==> src/rtl/alu_pkg.sv <==
`default_nettype none
// ============================================================================
// Module   : alu_pkg
// Brief    : ALU operation encodings and scheduler state type.
// Revision : 1.0 - initial release
// ============================================================================
package alu_pkg;

    typedef logic [3:0] alu_op_t;

    localparam alu_op_t ALU_AND = 4'b0000;
    localparam alu_op_t ALU_OR  = 4'b0001;
    localparam alu_op_t ALU_ADD = 4'b0010;
    localparam alu_op_t ALU_SUB = 4'b0110;
    localparam alu_op_t ALU_SLT = 4'b0111;
    localparam alu_op_t ALU_NOR = 4'b1100;

    typedef enum logic [0:0] {
        EMPTY = 1'b0,
        FULL  = 1'b1
    } sched_state_e;

endpackage : alu_pkg
`default_nettype wire

==> src/rtl/alu_rr_scheduler_if.sv <==
`default_nettype none
// ============================================================================
// Module   : alu_rr_scheduler_if
// Brief    : Request, ALU and response channels of the shared-ALU scheduler.
// Revision : 1.0 - initial release
// ============================================================================
interface alu_rr_scheduler_if
    import alu_pkg::*;
#(
    parameter int NUM_REQ = 4,
    parameter int ID_W    = 2,
    parameter int CNT_W   = 16
);
    logic [NUM_REQ-1:0]           req_valid;
    logic [NUM_REQ-1:0]           req_ready;
    logic [NUM_REQ-1:0][31:0]     req_src1;
    logic [NUM_REQ-1:0][31:0]     req_src2;
    logic [NUM_REQ-1:0][3:0]      req_op;

    logic [31:0]                  alu_src1_o;
    logic [31:0]                  alu_src2_o;
    alu_op_t                      alu_op_o;
    logic [31:0]                  alu_result_i;
    logic                         alu_zero_i;
    logic                         alu_ovf_i;

    logic                         rsp_valid;
    logic                         rsp_ready;
    logic [ID_W-1:0]              rsp_id;
    logic [31:0]                  rsp_result;
    logic                         rsp_zero;
    logic                         rsp_ovf;
    logic [CNT_W-1:0]             ovf_count;

    modport slave (
        input  req_valid, req_src1, req_src2, req_op,
        input  alu_result_i, alu_zero_i, alu_ovf_i, rsp_ready,
        output req_ready, alu_src1_o, alu_src2_o, alu_op_o,
        output rsp_valid, rsp_id, rsp_result, rsp_zero, rsp_ovf, ovf_count
    );

    modport master (
        output req_valid, req_src1, req_src2, req_op,
        output alu_result_i, alu_zero_i, alu_ovf_i, rsp_ready,
        input  req_ready, alu_src1_o, alu_src2_o, alu_op_o,
        input  rsp_valid, rsp_id, rsp_result, rsp_zero, rsp_ovf, ovf_count
    );

endinterface : alu_rr_scheduler_if
`default_nettype wire

==> src/rtl/alu_rr_scheduler_arbiter.sv <==
`default_nettype none
// ============================================================================
// Module   : rr_arbiter
// Brief    : Combinational round-robin arbiter scanning upward from i_ptr.
// Revision : 1.0 - initial release
// ============================================================================
module rr_arbiter #(
    parameter int N     = 4,
    parameter int IDX_W = $clog2(N)
) (
    input  wire logic [N-1:0]     i_req,
    input  wire logic [IDX_W-1:0] i_ptr,
    input  wire logic             i_en,
    output logic      [N-1:0]     o_gnt,
    output logic      [IDX_W-1:0] o_gnt_idx,
    output logic                  o_any
);
    logic [IDX_W:0]   w_sum;
    logic [IDX_W-1:0] w_idx;

    // Walk offsets from farthest to nearest so the closest requester wins last.
    always_comb begin
        o_gnt     = '0;
        o_gnt_idx = '0;
        o_any     = 1'b0;
        w_sum     = '0;
        w_idx     = '0;
        for (int k = N - 1; k >= 0; k--) begin
            w_sum = {1'b0, i_ptr} + (IDX_W+1)'(k);
            if (w_sum >= (IDX_W+1)'(N)) begin
                w_sum = w_sum - (IDX_W+1)'(N);
            end
            w_idx = w_sum[IDX_W-1:0];
            if (i_en && i_req[w_idx]) begin
                o_any        = 1'b1;
                o_gnt_idx    = w_idx;
                o_gnt        = '0;
                o_gnt[w_idx] = 1'b1;
            end
        end
    end

endmodule : rr_arbiter
`default_nettype wire

==> src/rtl/alu_rr_scheduler.sv <==
`default_nettype none
// ============================================================================
// Module   : alu_rr_scheduler
// Brief    : Round-robin sharing of one external ALU with a one-deep response slot.
// Revision : 1.0 - initial release
// ============================================================================
module alu_rr_scheduler
    import alu_pkg::*;
#(
    parameter int NUM_REQ = 4,
    parameter int ID_W    = 2,
    parameter int CNT_W   = 16
) (
    input  wire logic         clk,
    input  wire logic         rst_n,
    alu_rr_scheduler_if.slave bus
);
    sched_state_e      r_state;
    logic              r_rsp_valid;
    logic [ID_W-1:0]   r_rsp_id;
    logic [31:0]       r_rsp_result;
    logic              r_rsp_zero;
    logic              r_rsp_ovf;
    logic [CNT_W-1:0]  r_ovf_count;
    logic [ID_W-1:0]   r_ptr;

    logic              w_slot_free;
    logic [NUM_REQ-1:0] w_gnt;
    logic [ID_W-1:0]   w_gnt_idx;
    logic              w_grant;
    logic              w_ovf;
    logic [ID_W-1:0]   w_ptr_next;

    assign w_slot_free = (r_state == EMPTY) | (r_rsp_valid & bus.rsp_ready);

    rr_arbiter #(
        .N     (NUM_REQ),
        .IDX_W (ID_W)
    ) u_arb (
        .i_req     (bus.req_valid),
        .i_ptr     (r_ptr),
        .i_en      (w_slot_free),
        .o_gnt     (w_gnt),
        .o_gnt_idx (w_gnt_idx),
        .o_any     (w_grant)
    );

    assign bus.req_ready  = w_gnt;
    assign bus.alu_src1_o = w_grant ? bus.req_src1[w_gnt_idx] : 32'd0;
    assign bus.alu_src2_o = w_grant ? bus.req_src2[w_gnt_idx] : 32'd0;
    assign bus.alu_op_o   = w_grant ? bus.req_op[w_gnt_idx]   : ALU_AND;

    // Logic ops (op[1]=0) never report overflow, whatever the ALU flags.
    assign w_ovf      = bus.alu_ovf_i & bus.alu_op_o[1];
    assign w_ptr_next = (w_gnt_idx == ID_W'(NUM_REQ - 1)) ? '0 : w_gnt_idx + ID_W'(1);

    always_ff @(posedge clk or negedge rst_n) begin
        if (!rst_n) begin
            r_state      <= EMPTY;
            r_rsp_valid  <= 1'b0;
            r_rsp_id     <= '0;
            r_rsp_result <= '0;
            r_rsp_zero   <= 1'b0;
            r_rsp_ovf    <= 1'b0;
            r_ovf_count  <= '0;
            r_ptr        <= '0;
        end else begin
            case (r_state)
                EMPTY: begin
                    if (w_grant) begin
                        r_state     <= FULL;
                        r_rsp_valid <= 1'b1;
                    end
                end
                FULL: begin
                    if (bus.rsp_ready && !w_grant) begin
                        r_state     <= EMPTY;
                        r_rsp_valid <= 1'b0;
                    end
                end
                default: begin
                    r_state     <= EMPTY;
                    r_rsp_valid <= 1'b0;
                end
            endcase
            if (w_grant) begin
                r_rsp_id     <= w_gnt_idx;
                r_rsp_result <= bus.alu_result_i;
                r_rsp_zero   <= bus.alu_zero_i;
                r_rsp_ovf    <= w_ovf;
                r_ptr        <= w_ptr_next;
                if (w_ovf && (r_ovf_count != '1)) begin
                    r_ovf_count <= r_ovf_count + CNT_W'(1);
                end
            end
        end
    end

    assign bus.rsp_valid  = r_rsp_valid;
    assign bus.rsp_id     = r_rsp_id;
    assign bus.rsp_result = r_rsp_result;
    assign bus.rsp_zero   = r_rsp_zero;
    assign bus.rsp_ovf    = r_rsp_ovf;
    assign bus.ovf_count  = r_ovf_count;

endmodule : alu_rr_scheduler
`default_nettype wire
==> src/flat_wrapper.sv <==
// flat-port wrapper written by rule: the top's interface ports become plain ports
module alu_rr_scheduler_flat import alu_pkg::*;
#(
    parameter int NUM_REQ = 4,
    parameter int ID_W    = 2,
    parameter int CNT_W   = 16
)
  (clk, rst_n, bus_req_valid, bus_req_src1, bus_req_src2, bus_req_op, bus_alu_result_i, bus_alu_zero_i, bus_alu_ovf_i, bus_rsp_ready, bus_req_ready, bus_alu_src1_o, bus_alu_src2_o, bus_alu_op_o, bus_rsp_valid, bus_rsp_id, bus_rsp_result, bus_rsp_zero, bus_rsp_ovf, bus_ovf_count);
  alu_rr_scheduler_if #(.NUM_REQ(NUM_REQ), .ID_W(ID_W), .CNT_W(CNT_W)) bus_i ();
  input  wire logic clk;
  input  wire logic rst_n;
  input wire logic [$bits(bus_i.req_valid)-1:0] bus_req_valid;
  input wire logic [$bits(bus_i.req_src1)-1:0] bus_req_src1;
  input wire logic [$bits(bus_i.req_src2)-1:0] bus_req_src2;
  input wire logic [$bits(bus_i.req_op)-1:0] bus_req_op;
  input wire logic [$bits(bus_i.alu_result_i)-1:0] bus_alu_result_i;
  input wire logic [$bits(bus_i.alu_zero_i)-1:0] bus_alu_zero_i;
  input wire logic [$bits(bus_i.alu_ovf_i)-1:0] bus_alu_ovf_i;
  input wire logic [$bits(bus_i.rsp_ready)-1:0] bus_rsp_ready;
  output wire logic [$bits(bus_i.req_ready)-1:0] bus_req_ready;
  output wire logic [$bits(bus_i.alu_src1_o)-1:0] bus_alu_src1_o;
  output wire logic [$bits(bus_i.alu_src2_o)-1:0] bus_alu_src2_o;
  output wire logic [$bits(bus_i.alu_op_o)-1:0] bus_alu_op_o;
  output wire logic [$bits(bus_i.rsp_valid)-1:0] bus_rsp_valid;
  output wire logic [$bits(bus_i.rsp_id)-1:0] bus_rsp_id;
  output wire logic [$bits(bus_i.rsp_result)-1:0] bus_rsp_result;
  output wire logic [$bits(bus_i.rsp_zero)-1:0] bus_rsp_zero;
  output wire logic [$bits(bus_i.rsp_ovf)-1:0] bus_rsp_ovf;
  output wire logic [$bits(bus_i.ovf_count)-1:0] bus_ovf_count;
  assign bus_i.req_valid = bus_req_valid;
  assign bus_i.req_src1 = bus_req_src1;
  assign bus_i.req_src2 = bus_req_src2;
  assign bus_i.req_op = bus_req_op;
  assign bus_i.alu_result_i = bus_alu_result_i;
  assign bus_i.alu_zero_i = bus_alu_zero_i;
  assign bus_i.alu_ovf_i = bus_alu_ovf_i;
  assign bus_i.rsp_ready = bus_rsp_ready;
  assign bus_req_ready = bus_i.req_ready;
  assign bus_alu_src1_o = bus_i.alu_src1_o;
  assign bus_alu_src2_o = bus_i.alu_src2_o;
  assign bus_alu_op_o = bus_i.alu_op_o;
  assign bus_rsp_valid = bus_i.rsp_valid;
  assign bus_rsp_id = bus_i.rsp_id;
  assign bus_rsp_result = bus_i.rsp_result;
  assign bus_rsp_zero = bus_i.rsp_zero;
  assign bus_rsp_ovf = bus_i.rsp_ovf;
  assign bus_ovf_count = bus_i.ovf_count;
  alu_rr_scheduler #(.NUM_REQ(NUM_REQ), .ID_W(ID_W), .CNT_W(CNT_W)) u_core (.clk(clk), .rst_n(rst_n), .bus(bus_i));
endmodule
==> config.mk <==
export PLATFORM = sky130hd
export DESIGN_NAME = alu_rr_scheduler_flat
export DESIGN_NICKNAME = d
export VERILOG_FILES = /design/src/rtl/alu_pkg.sv /design/src/rtl/alu_rr_scheduler_if.sv /design/src/rtl/alu_rr_scheduler_arbiter.sv /design/src/rtl/alu_rr_scheduler.sv /design/src/flat_wrapper.sv
export SDC_FILE = /design/constraint.sdc
export NUM_CORES = 1
export LEC_CHECK = 0
export BUFFER_PORTS_ARGS = -buffer_cell sky130_fd_sc_hd__clkbuf_2
export CORE_AREA = 2 2 172 174
export CTS_CLUSTER_SIZE = 16
export DETAILED_ROUTE_END_ITERATION = 7
export DIE_AREA = 0 0 174 176
export GPL_TIMING_DRIVEN = 0
export PLACE_DENSITY = 0.5
export SYNTH_ARGS = -nofsm -noshare
export SYNTH_HDL_FRONTEND = slang
export SYNTH_SLANG_ARGS = --single-unit
export TNS_END_PERCENT = 20
==> constraint.sdc <==
create_clock -name clk -period 4.05 [get_ports clk]
set_input_delay 0.6075 -clock clk [delete_from_list [all_inputs] [get_ports clk]]
set_output_delay 0.6075 -clock clk [all_outputs]
set_load 0.005 [all_outputs]
== After elaboration in Yosys (flattened, before gate mapping) ==
Index checks and enable logic that the tools add are counted.
Word-level totals
  register bits after elaboration: 56
  output and inout bits: 125
  logic and storage cells: 99
Operators by class
  add/sub/neg operators: 9
  order comparisons: 13
  eq/ne operators: 4
  muxes and demuxes: 48
  bitwise logic cells: 4
  reduce and logical (&&, ||, !) cells: 13
Operator list (count)
  32-bit binary-select mux with 2-bit select: 2
  32-bit two-way mux: 4
  4-bit two-way mux: 6
  2-bit two-way mux: 9
  16-bit by 1-bit adder with 16-bit output, second input constant: 1
  1-bit two-way mux: 16
  16-bit != test, second input constant: 1
  2-bit by 3-bit < comparator with 1-bit output, second input constant: 5
  1-bit logical AND: 10
  3-bit >= comparator, second input constant: 3
  1-bit binary-select mux with 2-bit select: 4
  4-bit binary-select mux with 2-bit select: 1
  1-bit demux with 2-bit select: 4
  2-bit by 1-bit >= comparator with 1-bit output, second input constant: 4
  2-bit by 1-bit subtractor with 2-bit output, second input constant: 4
  2-bit by 2-bit adder with 3-bit output, second input constant: 2
  1-bit case mux with 2 select lines: 2
  2-bit AND reduction: 2
  2-bit by 1-bit adder with 3-bit output, second input constant: 1
  2-bit by 3-bit >= comparator with 1-bit output, second input constant: 1
  2-bit by 1-bit adder with 2-bit output, second input constant: 1
  1-bit AND: 2
  2-bit == test, second input constant: 1
  2-bit by 1-bit != test with 1-bit output, second input constant: 1
  other kinds (4): 4

== Depth between registers and ports, before layout ==
Gate-level depths: netlist (run 1).
  word-level depth: 16
  mapped depth: 15
  mapped depth without buffers: 10

== By module ==
From an unflattened synthesis (run 1), not the netlist that was laid out.
Unflattened totals
  cell total of the unflattened synthesis: 400
  area, all modules: 4939.7 um2
Modules (own cells, without submodules)
  alu_rr_scheduler: times used 1, cells each 333, area each 4429.2 um2
  rr_arbiter: times used 1, cells each 67, area each 510.5 um2

== Worst setup path after synthesis (run 1) ==
No wires, ideal clock.
  path kind: register to output
  start: reg u_core.r_ptr[0]
  end: out bus_alu_src1_o[23]
  arrival time: 3.292 ns
  required time: 3.442 ns
  slack: 0.151 ns
  stages on the path, launching flop included: 14
  buffers on the path: 5
  path through: dfrtp_1 buf_2 inv_1 ha_1 clkbuf_1 inv_1 o31a_1 o2111ai_1 a21o_1 buf_2 buf_4 buf_4 mux4_2 and2_1
On the way
  longest elaborated chain between the ends: 13
RTL lines
  start: declaration: RTL line alu_rr_scheduler.sv:25  | logic [ID_W-1:0] r_ptr;
  start signal: assignment: RTL line alu_rr_scheduler.sv:91  | r_ptr <= w_ptr_next;
  2-bit by 2-bit adder with 3-bit output: RTL line alu_rr_scheduler_arbiter.sv:29  | w_sum = {1'b0, i_ptr} + (IDX_W+1)'(k);
  3-bit >= comparator or 2-bit by 1-bit subtractor with 2-bit output (tied branches): RTL line alu_rr_scheduler_arbiter.sv:30, alu_rr_scheduler_arbiter.sv:31
  2-bit two-way mux: RTL line alu_rr_scheduler_arbiter.sv:30  | if (w_sum >= (IDX_W+1)'(N)) begin
  1-bit binary-select mux with 2-bit select: RTL line alu_rr_scheduler_arbiter.sv:34  | if (i_en && i_req[w_idx]) begin
  1-bit two-way mux (not written as such): RTL line alu_rr_scheduler_arbiter.sv:34
  1-bit logical AND: RTL line alu_rr_scheduler_arbiter.sv:34
  2-bit two-way mux (4 in series): RTL line alu_rr_scheduler_arbiter.sv:34
  32-bit binary-select mux with 2-bit select: RTL line alu_rr_scheduler.sv:49  | assign bus.alu_src1_o = w_grant ? bus.req_src1[w_gnt_idx] : 32'd0;
  32-bit two-way mux (not written as such): RTL line alu_rr_scheduler.sv:49
  32-bit two-way mux *: RTL line alu_rr_scheduler.sv:49
  end: declaration: RTL line flat_wrapper.sv:21  | output wire logic [$bits(bus_i.alu_src1_o)-1:0] bus_alu_src1_o;
Every way passes the cells marked *; elsewhere a longest branch is shown, timed or not. The select of a mux whose other input is x is not followed.

== Final worst setup path (run 1) ==
  start: reg u_core.r_ptr[0]
  end: out bus_alu_src1_o[24]
Same word-level chain as after synthesis.

==> results.md, run 1 <==
- Status: completed
- Fill cell count: 3149
- Final WS setup: roughly 120 ps
- Layout Area Growth over Synthesis: 62.7%
- Area of the core: ~0.029 mm2
- Worst VDD drop: roughly 0.29 mV
- RSZ-0062 raised after global routing: true
- Final Setup Violations: 0
- Root Driver: clkbuf_16
- Pleak: 4.17 nW
- Avg Inst Size Synth: 10.5 um2
- Crit Reg-Reg Startpoint: u_core.r_ptr[1]
- Vias per inst: 4.26
- Slew @ Worst Pin: 1000 ps
- CP endpoint kind: output pin
- Worst skew pair latency: about 300 ps
- Total grt overflow: 0
- Worst EP arrival: 3320 ps
- Slew Limit Fails: 0
- Hold/Removal Path Class: primary input to async pin
- FP Rows: 62
- Share of cells above drive strength 1: 60.7%
- Final cell count without fillers: about 1300
- Max Cap Viol: 0
- Antenna violations before repair: 5
- DRT iter0 DRCs: 269
- Total Wirelength: 24.9 mm
- Rel. slew slack: between 30% and 40%
- Post-Syn Area: around 0.0049 mm2
- Cell taking the most area after synthesis: mux4_2
- Die Height: roughly 180 um
- Initial Util: 17.0%
- 1st-pass router iterations: 6
- DP HPWL: 21.5 mm
- Largest net degree at the start of global routing: 57
- Synth Instances: roughly 460
- Crit path to: bus_alu_src1_o[24]
- First-pass GRT wire length: about 35 mm
- Setup crit start: u_core.r_ptr[0]
- Total power draw: approximately 4.8 mW
- Clock transition at the registers of the reported paths: 80 ps
- Post-Syn Nets: 786
- CTS tree: done
- Gpl congestion: 0.811
- Pwr per Cell Area: 602 mW/mm2
- PortBufs: 436
- Period utilisation layout: 97.1%
- Synth cell types: between 40 and 50
- Crit path kind: flip-flop to output pin
- Io pins: ~440
- Setup tns final: 0 ps
- Synth Flop Type: dfrtp_1
- Most frequent cell after synthesis: nand2_1
- Startpoint Class: flip-flop
- H-tree depth: 2
- Clock Skew: 7.13 ps
- R2R Path End: u_core.bus.ovf_count[5]
- Reg2Reg Setup Slack: about 930 ps
- Total Routing Usage GR: 15.3%
- Worst-case clock buffer depth: 2
- Die area: 0.0306 mm2
- Clock sink total: 56
- Commonest cells in the netlist: 114 x nand2_1, 68 x and2_1, 68 x mux4_2, 56 x dfrtp_1, 20 x clkbuf_1
- DRC: 0
- ANT nets after route: 0
- Final nets: 1243
- Synth top area share: 31.5%
- Vias in the first global route: between 5000 and 6000
- Async S/R FF share, synth: 100%
- Routed len/inst: 19.0 um
- Vias: 5562
- Chip width: 174 um
- Hold Slack: between 400 and 500 ps
- FF-to-FF path depth: 14
- Synth area leaders: mux4_2 31%, dfrtp_1 29%, nand2_1 8.8%, and2_1 8.7%, ha_1 2.6%
- Post-synth EDFFs: 0
- Minimum clock period: 3930 ps
- CP Max Fanout: 10
- Dpl cells: 1283
- CP required: 3440 ps
- Synthesis-stage register bit count: 56
- Place WS: -817 ps
- Synth warn: 0
- Register area share after synthesis: 28.8%
- Final hold vios: 0
- Fmax: ~250 MHz
- Num CTS Buffers: 5
==> worst max-delay path: stages (launching register included) <==
cell      delay [ps]
dfrtp_2          370
buf_4            160
mux4_2           550
o311ai_2         500
nand2_2          260
buf_2            290
buf_4            260
mux4_2           320
and2_1           190
clkbuf_2         110
==> worst min path at each step <==
| stage | from | endpoint | slack [ps] |
|---|---|---|---|
| 2_1_floorplan | rst_n | u_core.bus.ovf_count[0] | 310 |
| 3_3_place_gp | u_core.bus.rsp_result[26] | u_core.bus.rsp_result[26] | 460 |
| 3_5_place_dp | u_core.bus.rsp_result[1] | u_core.bus.rsp_result[1] | 460 |
| 4_1_cts | rst_n | u_core.bus.ovf_count[14] | 440 |
| 5_1_grt | rst_n | u_core.bus.ovf_count[3] | 480 |
| 6_report | rst_n | u_core.bus.ovf_count[3] | 420 |
==> through the flow <==
step | instance area, um2 | utilization, %
finish | 7910 | 27.7
global route | 7910 | 27.7
CTS | 7790 | 27.3
detailed placement | 7530 | 26.4
global placement | 7530 | 26.4
floorplan | 4860 | -
==> power breakdown <==
group	switching (mW)	total [mW]	leakage, nW	internal (mW)
sequential	0.120	0.841	0.681	0.721
combinational	1.67	3.42	3.41	1.75
clock	0.216	0.507	0.0798	0.292
==> cells in the final DEF (no fill, tap or decap), types with 3 or more instances in the layout <==
master	Yosys	layout
clkbuf_2	0	436
nand2_1	114	113
mux4_2	68	68
and2_1	68	68
dfrtp_1	56	55
clkbuf_1	20	18
buf_4	3	18
nor2_1	14	14
xor2_1	11	11
nand3_1	10	10
ha_1	10	9
a21oi_1	7	7
inv_1	8	6
mux2i_1	6	6
clkbuf_16	0	5
a222oi_1	4	4
nor3_2	4	4
xnor2_1	4	4
buf_6	0	3
inv_2	2	3
a21o_1	3	3
clkbuf_4	0	3
nor3b_1	3	3
nor4_1	3	3
==> sequential cells by signal, indices dropped and copies added, names as in the netlist <==
signal                 flops
u_core.r_state             1
u_core.bus.rsp_valid       1
u_core.r_ptr               2
u_core.bus.rsp_id          2
u_core.bus.rsp_zero        1
u_core.bus.ovf_count      16
u_core.bus.rsp_ovf         1
u_core.bus.rsp_result     32
==> final cells by class <==
cell class                      instances  area (um2)  share of cell area (%)
Antenna cell                            2        5.00                  0.0632
Buffer                                 34         228                    2.88
Clock buffer                            5         125                    1.58
Clock inverter                          3        42.5                   0.538
Inverter                               11        45.0                   0.569
Multi-Input combinational cell        361        3290                    41.5
Sequential cell                        56        1400                    17.7
Tap cell                              384         480                    6.07
Timing Repair Buffer                  451        2300                    29.0
==> layer usage <==
| metal | up-vias | routed length (um) | track usage (%) |
|---|---|---|---|
| li1 | 2581 | - | - |
| met1 | 2687 | 9720 | 18.1 |
| met2 | 260 | 12900 | 27.8 |
| met3 | 32 | 1680 | 3.38 |
| met4 | 2 | 585 | 4.20 |
| met5 | - | 9 | 0 |
==> kinds of logic (layout without fill, tap and decap cells) <==
group,Yosys count,after routing,synth area share [%]
buffers and inverters,46,504,4.04
multiplexers,76,76,33.2
XOR/XNOR,15,15,2.70
AND/OR/NAND/NOR,227,227,22.7
AO/OA/AOI/OAI,33,33,6.02
other,0,2,0
flip-flops,56,56,28.8
adder cells (fa/ha/maj),10,10,2.57
==> timing repair <==
action	4_1_cts	5_1_grt
hold buffers	0	0
setup endpoints to repair	69	54
pin swaps	0	2
gates resized for setup	27	7
buffers inserted	3	12
No activity file was read; power rests on OpenSTA's default activity.
==> run 2, diff against run 1 <==
Settings changed: ABC_AREA set to 1, CORE_AREA 2 2 172 174 to 2 2 169 171, DIE_AREA 0 0 174 176 to 0 0 171 173, PLACE_DENSITY 0.5 to 0.53, RECOVER_POWER set to 25.
==> run 2 against run 1 <==
  * The flow now finishes with violations (capacitance limit, slew limit)
  * Synthesized cell count up 84%
  * First-iteration DRC count down 5.6%
  * Sequential share of layout area fell by 0.73 points
  * Clock power is 2% lower
  * Power rose by 120%
  * Largest cell class unchanged
  * Largest power group unchanged
==> results.md, run 2 <==
- Post-synth EDFFs: 0
- Commonest non-fill, non-tap cell in the layout: clkbuf_2
- Synth top area share: 27.4%
- Avg Inst Size Synth: 6.23 um2
- Gpl congestion: approximately 0.96
- FP Rows: 61
- Cell taking the most area after synthesis: nand2_1
- Rel. slew slack: -107%
- Vias in the first global route: between 7000 and 8000
- ANT nets after route: 0
- Synth Instances: 850
- Worst skew pair latency: 290 ps
- Vias per inst: 4.50
- Chip width: 171 um
- Area of the core: between 0.02 and 0.03 mm2
- FF-to-FF path depth: 15
- Antenna violations before repair: 5
- Share of cells above drive strength 1: 41.8%
- DP HPWL: 25.6 mm
- CP most frequent cell: nand2_1
- Hold Slack: 472 ps
- CP Max Fanout: 10
- Routed len/inst: 18.5 um
- Cell area after layout: 0.00826 mm2
- Most frequent cells in the layout: 442 x clkbuf_2, 387 x nand2_1, 136 x a21oi_1
- Io pins: 438
- Slew @ Worst Pin: 3110 ps
- Async S/R FF share, synth: 100%
- PortBufs: 437
- Footprint of the multi-input gates: 0.00348 mm2
- Worst VDD drop: 0.359 mV
- Final hold vios: 0
- Die area: 0.0296 mm2
- Pwr per Cell Area: 1270 mW/mm2
- Final Setup Violations: 0
- Vias: 7559
- DRC: 0
- Total Wirelength: 31.1 mm
- Failing checks: capacitance limit, slew limit
- CTS tree: done
- Placed cell areas: between 0.007 and 0.008 mm2
- Worst-case clock buffer depth: 2
- Pleak: ~4.6 nW
- Storage cell area: 0.00140 mm2
- Most frequent cell after synthesis: nand2_1
- Total Routing Usage GR: roughly a fifth
- DRT iter0 DRCs: 254
- Max Cap Viol: 1
- Post-Syn Nets: about 1200
- Total grt overflow: 0
- First-pass GRT wire length: 44.9 mm
- Synth Flop Type: dfrtp_1
- Peak per-stage delay on the critical path: 420 ps
- Hold buffer count at CTS: 0
- Root Driver: clkbuf_16
- Crit-path cells: clkinvlp_4 -> ha_1 -> inv_1 -> nand3_1 -> nand2_1 -> nor2_1 -> nand2_1 -> nand2_1 -> nand2_2 -> nand2_4 -> buf_6 -> buf_6 -> buf_2 -> a21oi_1 -> a211oi_1 -> clkbuf_2
- Slowest cell on crit path: dfrtp_2
- Layout Area Growth over Synthesis: 55.9%
- CP endpoint kind: output pin
- Num CTS Buffers: 5
- Synth cell types: 30
- Register area share after synthesis: between 20% and 30%
- Post-Syn Area: 0.00530 mm2
- Initial Util: 19.2%
- Clock transition at the registers of the reported paths: 70 ps
- CP required: 3440 ps
- Synth warn: 0
- Worst EP arrival: 3200 ps
- Final nets: between 1500 and 2000
- H-tree depth: 2
- Period utilisation layout: 94.1%
- Largest net degree at the start of global routing: 57
- Status: finished with violations
- Clock sink total: 56
- Fill cell count: 3176
- Die Height: 173 um
- Clock Skew: 3.86 ps
- Slew Limit Fails: 57
- Max reg flops: 32
- Hold/Removal Path Class: flip-flop to flip-flop
- 1st-pass router iterations: 4
- Hold path depth: 2
- Fmax: 262 MHz
- Total power draw: about 10 mW
- Minimum clock period: roughly 3800 ps
- Synthesis-stage register bit count: 56
- Synth area leaders: nand2_1 27%, dfrtp_1 26%, a21oi_1 13%, a211oi_1 7.8%, nand3_1 3.6%
- Startpoint Class: flip-flop
- Commonest cells in the netlist: 387 x nand2_1, 136 x a21oi_1, 56 x dfrtp_1, 55 x a211oi_1, 38 x nand3_1
- Crit path kind: flip-flop to output pin
[run 2: cells by family (layout without fill, tap and decap cells)]
family                   count (synthesis)  after routing  synth area share, %
AND/OR/NAND/NOR                        460            460                 35.3
AO/OA/AOI/OAI                          216            216                 24.8
buffers and inverters                   94            545                 8.83
flip-flops                              56             56                 26.4
XOR/XNOR                                14             14                 2.31
adder cells (fa/ha/maj)                 10             10                 2.36
other                                    0              1                    0
[run 2: stage by stage]
stage	setup slack, ps	TNS, ps	std cells	utilization (%)
detailed placement	115	0	1665	28.8
finish	240	0	1680	29.9
global placement	120	0	1665	28.8
floorplan	1140	0	850	-
global route	-3.36	-5.92	1680	29.9
CTS	2.99	0	1674	29.5
[run 2: routing by layer]
metal / wire length (um) / share of wire (%) / GRT usage [%] / up-vias
met3: 2600 / 8.4 / 5.45 / 43
li1: - / - / - / 3732
met5: 52 / 0.17 / 0 / -
met4: 719 / 2.3 / 5.08 / 8
met2: 15600 / 50 / 37.3 / 286
met1: 12100 / 39 / 22.0 / 3490
[run 2: area by class of cell]
cell class	instances	share of cell area (%)
Tap cell	378	5.72
Multi-Input combinational cell	700	42.2
Antenna cell	1	0.0303
Clock inverter	2	0.424
Timing Repair Buffer	444	27.1
Sequential cell	56	17.0
Buffer	62	4.50
Clock buffer	6	1.56
Inverter	31	1.51
[run 2: final timing paths]
check                                                  to                       from  slack, ps
worst max-delay path                   bus_alu_src2_o[21]            u_core.r_ptr[1]        240
worst min-delay path            u_core.bus.rsp_result[26]  u_core.bus.rsp_result[26]        470
worst max register to register            u_core.r_ptr[1]            u_core.r_ptr[1]       1280
worst min register to register  u_core.bus.rsp_result[26]  u_core.bus.rsp_result[26]        470
max in group asynchronous                 u_core.r_ptr[1]                      rst_n        740
min in group asynchronous        u_core.bus.ovf_count[11]                      rst_n       1330
[run 2: timing repair]
action / CTS / global route
buffers inserted: 1 / 6
gates resized for setup: 12 / 21
gates cloned: 0 / 0
hold endpoints to repair: 0 / 0
pin swaps: 0 / 1
setup endpoints to repair: 44 / 62
[run 2: worst max-delay path, delay by kind of cell (launching register included)]
kind | cells | cell delay (ps)
buffers and inverters | 6 | 1050
AND/OR/NAND/NOR | 7 | 680
flip-flops | 1 | 420
AO/OA/AOI/OAI | 2 | 410
adder cells (fa/ha/maj) | 1 | 350
[run 2: report_power, final]
| group | total [mW] | leakage, nW | switching [mW] | internal [mW] |
|---|---|---|---|---|
| combinational | 9.05 | 3.86 | 5.80 | 3.25 |
| sequential | 0.953 | 0.690 | 0.155 | 0.798 |
| clock | 0.495 | 0.0808 | 0.204 | 0.292 |
